## src/rtl/conv_pkg.sv

```systemverilog
// Shared definitions for the 3x3 convolution window sequencer:
// FSM state encoding, kernel geometry and the column-fetch length.
package conv_pkg;

    typedef enum logic [1:0] {
        IDLE  = 2'd0,
        FETCH = 2'd1,
        EVAL  = 2'd2,
        DONE  = 2'd3
    } conv_state_e;

    localparam int K         = 3;
    localparam int WIN_N     = K * K;
    localparam int FETCH_CYC = 4;

endpackage

```

## src/rtl/conv_addr_gen.sv

```systemverilog
// Row/column/phase counters of the window walk plus the pixel read and
// result write address generators, driven by the latched bases and width.
module conv_addr_gen
    import conv_pkg::*;
#(
    parameter int ADDR_W = 12,
    parameter int DIM_W  = 6
) (
    input  logic              clk,
    input  logic              rst_n,
    input  logic              init,
    input  logic              fetch,
    input  logic              next_row,
    input  logic [DIM_W-1:0]  img_w,
    input  logic [ADDR_W-1:0] in_base,
    input  logic [ADDR_W-1:0] out_base,
    output logic [1:0]        k,
    output logic [DIM_W-1:0]  x,
    output logic [DIM_W-1:0]  r,
    output logic [DIM_W-1:0]  w,
    output logic [ADDR_W-1:0] rd_addr,
    output logic [ADDR_W-1:0] wr_addr
);

    logic [ADDR_W-1:0] in_base_q;
    logic [ADDR_W-1:0] out_base_q;

    always_ff @(posedge clk or negedge rst_n) begin
        if (!rst_n) begin
            k          <= '0;
            x          <= '0;
            r          <= '0;
            w          <= '0;
            in_base_q  <= '0;
            out_base_q <= '0;
        end else if (init) begin
            w          <= img_w;
            in_base_q  <= in_base;
            out_base_q <= out_base;
            r          <= '0;
            x          <= '0;
            k          <= '0;
        end else if (fetch) begin
            if (k == 2'(FETCH_CYC - 1)) begin
                k <= '0;
                x <= x + 1'b1;
            end else begin
                k <= k + 1'b1;
            end
        end else if (next_row) begin
            r <= r + 1'b1;
            x <= '0;
        end
    end

    // Computing directly at ADDR_W bits yields the low bits of the full
    // product, i.e. the intended wrap modulo 2^ADDR_W.
    always_comb begin
        rd_addr = in_base_q + (ADDR_W'(r) + ADDR_W'(k)) * ADDR_W'(w) + ADDR_W'(x);
        wr_addr = out_base_q + ADDR_W'(r) * (ADDR_W'(w) - ADDR_W'(K - 1))
                + ADDR_W'(x) - ADDR_W'(K);
    end

endmodule

```

## src/rtl/conv_window_seq.sv

```systemverilog
// Raster-order 3x3 window sequencer between pixel RAM and the conv unit.
// Define CONV_SEQ_RELU_EN to clamp negative results to zero on write-back.
module conv_window_seq
    import conv_pkg::*;
#(
    parameter int WIDTH  = 9,
    parameter int ADDR_W = 12,
    parameter int DIM_W  = 6
) (
    input  logic                   clk,
    input  logic                   rst_n,
    input  logic                   start,
    input  logic [DIM_W-1:0]       img_w,
    input  logic [DIM_W-1:0]       img_h,
    input  logic [ADDR_W-1:0]      in_base,
    input  logic [ADDR_W-1:0]      out_base,
    output logic                   busy,
    output logic                   done,
    output logic                   rd_en,
    output logic [ADDR_W-1:0]      rd_addr,
    input  logic [WIDTH-1:0]       rd_data,
    output logic [WIN_N*WIDTH-1:0] win,
    output logic                   win_valid,
    input  logic [WIDTH-1:0]       conv_out,
    output logic                   wr_en,
    output logic [ADDR_W-1:0]      wr_addr,
    output logic [WIDTH-1:0]       wr_data
);

    conv_state_e       state;
    logic [DIM_W-1:0]  h_q;
    logic [1:0]        need;
    logic [WIDTH-1:0]  stage [2];
    logic [WIDTH-1:0]  new_col [K];
    logic [WIDTH-1:0]  result;

    logic [1:0]        k;
    logic [DIM_W-1:0]  x;
    logic [DIM_W-1:0]  r;
    logic [DIM_W-1:0]  w;
    logic [ADDR_W-1:0] ag_rd_addr;
    logic [ADDR_W-1:0] ag_wr_addr;
    logic              ag_init;
    logic              ag_fetch;
    logic              ag_next_row;
    logic              col_last;
    logic              x_more;
    logic              row_more;

    assign col_last    = (k == 2'(FETCH_CYC - 1));
    assign x_more      = (x < w);
    assign row_more    = (({1'b0, r} + (DIM_W + 1)'(K)) < {1'b0, h_q});
    assign ag_init     = (state == IDLE) && start;
    assign ag_fetch    = (state == FETCH);
    assign ag_next_row = (state == EVAL) && !x_more && row_more;

    conv_addr_gen #(
        .ADDR_W (ADDR_W),
        .DIM_W  (DIM_W)
    ) u_addr_gen (
        .clk      (clk),
        .rst_n    (rst_n),
        .init     (ag_init),
        .fetch    (ag_fetch),
        .next_row (ag_next_row),
        .img_w    (img_w),
        .in_base  (in_base),
        .out_base (out_base),
        .k        (k),
        .x        (x),
        .r        (r),
        .w        (w),
        .rd_addr  (ag_rd_addr),
        .wr_addr  (ag_wr_addr)
    );

    // The bottom pixel of a column arrives in the same cycle the window
    // shifts, so it bypasses staging.
    assign new_col[0] = stage[0];
    assign new_col[1] = stage[1];
    assign new_col[2] = rd_data;

    always_ff @(posedge clk or negedge rst_n) begin
        if (!rst_n) begin
            state    <= IDLE;
            h_q      <= '0;
            need     <= '0;
            stage[0] <= '0;
            stage[1] <= '0;
            win      <= '0;
        end else begin
            case (state)
                IDLE: begin
                    if (start) begin
                        h_q <= img_h;
                        if (img_w < DIM_W'(K) || img_h < DIM_W'(K)) begin
                            state <= DONE;
                        end else begin
                            state <= FETCH;
                            need  <= 2'(K);
                        end
                    end
                end
                FETCH: begin
                    if (k == 2'd1) stage[0] <= rd_data;
                    if (k == 2'd2) stage[1] <= rd_data;
                    if (col_last) begin
                        for (int i = 0; i < K; i++) begin
                            win[(K*i)*WIDTH +: WIDTH]   <= win[(K*i+1)*WIDTH +: WIDTH];
                            win[(K*i+1)*WIDTH +: WIDTH] <= win[(K*i+2)*WIDTH +: WIDTH];
                            win[(K*i+2)*WIDTH +: WIDTH] <= new_col[i];
                        end
                        need <= need - 2'd1;
                        if (need == 2'd1) state <= EVAL;
                    end
                end
                EVAL: begin
                    if (x_more) begin
                        need  <= 2'd1;
                        state <= FETCH;
                    end else if (row_more) begin
                        need  <= 2'(K);
                        state <= FETCH;
                    end else begin
                        state <= DONE;
                    end
                end
                DONE:    state <= IDLE;
                default: state <= IDLE;
            endcase
        end
    end

`ifdef CONV_SEQ_RELU_EN
    assign result = conv_out[WIDTH-1] ? '0 : conv_out;
`else
    assign result = conv_out;
`endif

    assign busy      = (state == FETCH) || (state == EVAL);
    assign done      = (state == DONE);
    assign rd_en     = (state == FETCH) && !col_last;
    assign rd_addr   = rd_en ? ag_rd_addr : '0;
    assign win_valid = (state == EVAL);
    assign wr_en     = (state == EVAL);
    assign wr_addr   = wr_en ? ag_wr_addr : '0;
    assign wr_data   = wr_en ? result : '0;

endmodule

```

## config.mk

```make
export PLATFORM = sky130hd
export DESIGN_NAME = conv_window_seq
export DESIGN_NICKNAME = d
export VERILOG_FILES = /design/src/rtl/conv_pkg.sv /design/src/rtl/conv_addr_gen.sv /design/src/rtl/conv_window_seq.sv
export SDC_FILE = /design/constraint.sdc
export NUM_CORES = 1
export LEC_CHECK = 0
export CAP_MARGIN = 20
export CORE_ASPECT_RATIO = 0.9
export CORE_MARGIN = 2
export CORE_UTILIZATION = 55
export CTS_BUF_LIST = sky130_fd_sc_hd__clkbuf_8
export CTS_CLUSTER_SIZE = 12
export DETAILED_ROUTE_END_ITERATION = 8
export DONT_BUFFER_PORTS = 1
export GPL_TIMING_DRIVEN = 0
export PLACE_DENSITY_LB_ADDON = 0.2
export RECOVER_POWER = 100
export SKIP_LAST_GASP = 1
export SYNTH_ARGS = -nofsm -noshare
export SYNTH_HDL_FRONTEND = slang
export SYNTH_SLANG_ARGS = --single-unit
```

## constraint.sdc

```tcl
create_clock -name clk -period 14.43 [get_ports clk]
set_input_delay 0.7215 -clock clk [delete_from_list [all_inputs] [get_ports clk]]
set_output_delay 0.7215 -clock clk [all_outputs]
set_load 0.03 [all_outputs]
```

==> results by group <==
Logic synthesis
  – Syn Nets: 1227
  – Mapped Area: 10600 um2
  – Number of enable flip-flop cells after synthesis: 0
  – Share of flip-flops with an asynchronous set or reset after synthesis: 100%
  – Warnings, synthesis: 0
  – Synthesized instance count: 1008
  – Synth Flop Type: sky130_fd_sc_hd__dfrtp_1
  – Number of storage elements in the synthesis netlist: 153
  – Unique masters post-synth: 55
  – Post-synth top area cell: sky130_fd_sc_hd__dfrtp_1
  – Most area-consuming cells after synthesis: sky130_fd_sc_hd__dfrtp_1 (36%), sky130_fd_sc_hd__fa_1 (15%), sky130_fd_sc_hd__mux2_2 (11%)
  – Top cell type's share of synthesized area: 36.1%
  – Sequential fraction of the synthesis area: 36.1%
  – Synthesized area divided by synthesized cell count: 10.5 um2

Floorplan
  – Starting density of the core: 55.7%
  – Total die area: 20400 um2
  – Core region area: 19000 um2
  – Die Span Y: 136 um
  – Number of standard-cell rows in the floorplan: 48
  – # IOs: 176
  – Die boundary width: 150 um

Drt
  – Drt pass-1 iters: 8
  – Drt total wl: 22.9 mm
  – First-iteration detailed-routing DRC count: 328
  – Via Count: 7017
  – Average wire per standard cell: 17.8 um
  – Residual DRC count: 0
  – Post-detailed-route via-to-cell ratio: 5.44
  – Number of antenna-violating nets in the routed design: 0

Worst setup path
  – Category of the critical setup timing path: input pin to async pin
  – Crit. End Element: async pin
  – Largest stage delay on the critical path: 5.50 ns
  – CP Cell Sequence: clkbuf_1
  – CP Data Arrival Time: 6.36 ns
  – Launching element type of the critical path: input pin
  – CP required: 12.99 ns
  – Count of buffering cells on the critical path with inverters included: 1
  – Slowest CP cell: sky130_fd_sc_hd__clkbuf_1
  – Worst Path Max Fanout: 153
  – Largest delay contributor family on the critical path: buffers and inverters

Clock network
  – Post-CTS resize count: 0
  – Number of buffers between clock root and the deepest sink: 2
  – Num CTS Buffers: 17
  – CTS Hold Bufs: 1
  – Root Buffer Master: sky130_fd_sc_hd__clkbuf_8
  – Number of H-tree levels: 4
  – Num Clock Sinks: 153
  – Clk Latency, worst-skew pair: 0.45 ns
  – Setup repair bufs after CTS: 0
  – Clock transition at path regs: 0.10 ns
  – TritonCTS clock tree: built

STA
  – Hold Vio Cnt, Final: 0
  – Peak Freq: 128 MHz
  – Slew at the pin with the worst max-slew slack: 8.08 ns
  – Worst clock skew: 0.0157 ns
  – Period Utilization, post-route: 54.1%
  – Total negative slack for setup checks: 0 ns
  – Final slew viol count: 159
  – Final critical path time including I/O delays and setup: 7.81 ns
  – RSZ-0062 raised after global routing: false
  – Slew margin rel.: -438%
  – Setup violation total in the final timing report: 0

Placed design
  – HPWL reported at the end of detailed placement: 17.5 mm
  – Routability Congestion: 0.899
  – Total placed cells including tap cells: 1258
  – Port buffer count: 0
  – Post-DP Area: 10900 um2

GRT
  – Largest net degree at the start of global routing: 154
  – Wire length of the first global-routing pass: 36.3 mm
  – Overall global routing resource usage: 23.3%
  – Initial antenna violation count: 0
  – Number of global-route vias before repair: 7078
  – Overflow left after global routing: 0

Run status
  – Violations in the final reports: max-capacitance violations, max-slew violations
  – Outcome: finished with violations

Final layout
  – Net count reported at finish: 1247
  – Synthesis-to-layout area growth: 6.67%
  – # diodes: 0
  – Most common cell after layout, fill and taps aside: sky130_fd_sc_hd__dfrtp_1
  – Filler instances: 1614
  – Share of layout cells above drive strength 1: 14.4%
  – Post-route cell area: 11300 um2
  – Final non-filler cell total: 1291
  – Commonest cells after routing, fill and taps aside: sky130_fd_sc_hd__dfrtp_1 (153), sky130_fd_sc_hd__inv_1 (150), sky130_fd_sc_hd__nand2_1 (133)

Run
  – Number of maximum-capacitance violations: 2

Power and ir drop
  – Power density over cell area: 74.1 nW/um2
  – Leakage: 5.47 nW
  – VDD IR max: 97.9 uV

Hold path
  – Worst hold path class: input pin to flop
state kept, by name, indices dropped and copies added, names as in the netlist:
| register | flops |
|---|---|
| h_q | 6 |
| need | 2 |
| new_col | 18 |
| state | 2 |
| u_addr_gen.in_base_q | 12 |
| u_addr_gen.k | 2 |
| u_addr_gen.out_base_q | 12 |
| u_addr_gen.r | 6 |
| u_addr_gen.w | 6 |
| u_addr_gen.x | 6 |
| win | 81 |
synthesized netlist by cell type (3+ instances only):
cell type and number:
sky130_fd_sc_hd__xnor2_1 31, sky130_fd_sc_hd__nor2_1 39, sky130_fd_sc_hd__dfrtp_1 153, sky130_fd_sc_hd__nand4_1 4, sky130_fd_sc_hd__o211ai_1 6, sky130_fd_sc_hd__a21oi_1 15, sky130_fd_sc_hd__a22o_1 5, sky130_fd_sc_hd__o21ai_0 29
sky130_fd_sc_hd__nand2_1 133, sky130_fd_sc_hd__a21o_1 5, sky130_fd_sc_hd__xor2_1 9, sky130_fd_sc_hd__or4_1 5, sky130_fd_sc_hd__nor4_1 6, sky130_fd_sc_hd__clkbuf_1 25, sky130_fd_sc_hd__nor2b_1 12, sky130_fd_sc_hd__mux2_2 102
sky130_fd_sc_hd__nand2b_1 10, sky130_fd_sc_hd__clkinv_1 3, sky130_fd_sc_hd__a211oi_1 4, sky130_fd_sc_hd__and2_2 4, sky130_fd_sc_hd__ha_1 81, sky130_fd_sc_hd__nand3_1 8, sky130_fd_sc_hd__fa_1 81, sky130_fd_sc_hd__inv_1 150
sky130_fd_sc_hd__and2_1 40, sky130_fd_sc_hd__o21a_1 6, sky130_fd_sc_hd__nor3_1 8
kinds of logic (layout without fill, tap and decap cells):
kind of cell | after synthesis | count (layout) | share of synthesized area [%]
AOI/OAI and AO/OA | 86 | 86 | 5.43
muxes | 103 | 103 | 10.9
DFF | 153 | 153 | 36.1
xor gates and xnor gates | 40 | 40 | 3.30
and+or+nand+nor | 279 | 279 | 12.5
adders and majority gates | 162 | 162 | 24.8
buffers and inverters | 185 | 218 | 6.91
power breakdown:
group          switching (W)  internal, W
sequential         0.0000359     0.000442
combinational      0.0000115    0.0000102
clock               0.000192     0.000146
total               0.000239     0.000599
worst paths after layout:
path                                                startpoint                             endpoint  slack [ns]  cells after the start
max reg2reg                        u_addr_gen.r[1]$_DFFE_PN0P_          u_addr_gen.x[0]$_DFFE_PN0P_       10.25                     10
max                                                      rst_n                  win[68]$_DFFE_PN0P_        6.62                      1
min                                                 in_base[8]  u_addr_gen.in_base_q[8]$_DFFE_PN0P_        0.36                      2
max in group clk                   u_addr_gen.r[1]$_DFFE_PN0P_                          rd_addr[10]        7.46                     21
min reg2reg                u_addr_gen.in_base_q[0]$_DFFE_PN0P_  u_addr_gen.in_base_q[0]$_DFFE_PN0P_        0.49                      2
min in group asynchronous                                rst_n                  win[32]$_DFFE_PN0P_        3.31                      1
through the flow:
step / worst slack (ns) / total power (W) / hold slack, ns / util [%]
CTS: 7.47 / 0.000846 / 0.294 / 59.7
global placement: 8.03 / 0.000499 / 0.428 / 57.3
global route: 4.87 / 0.000869 / 0.333 / 59.4
detailed placement: 7.98 / 0.000501 / 0.428 / 57.3
floorplan: 8.51 / 0.000494 / 0.426 / -
finish: 6.62 / 0.000838 / 0.365 / 59.4
final cells by class:
type / count / area [um2] / share of cell area [%]
buffer: 32 / 155 / 1.37
clock buffer: 17 / 234 / 2.07
clock inverter: 15 / 179 / 1.58
inverter: 153 / 574 / 5.08
multi-input combinational: 670 / 6020 / 53.3
sequential: 153 / 3830 / 33.8
tap: 250 / 313 / 2.77
timing repair buffer: 1 / 3.75 / 0.0332
routing by layer:
layer | vias up | routed length (um) | track usage [%]
li1 | 3280 | - | -
met3 | 37 | 2230 | 8.86
met1 | 3444 | 9580 | 30.1
met5 | - | 0 | 0
met4 | 0 | 468 | 7.39
met2 | 256 | 10700 | 36.5
Note: power is estimated with default switching activity, not from simulation.
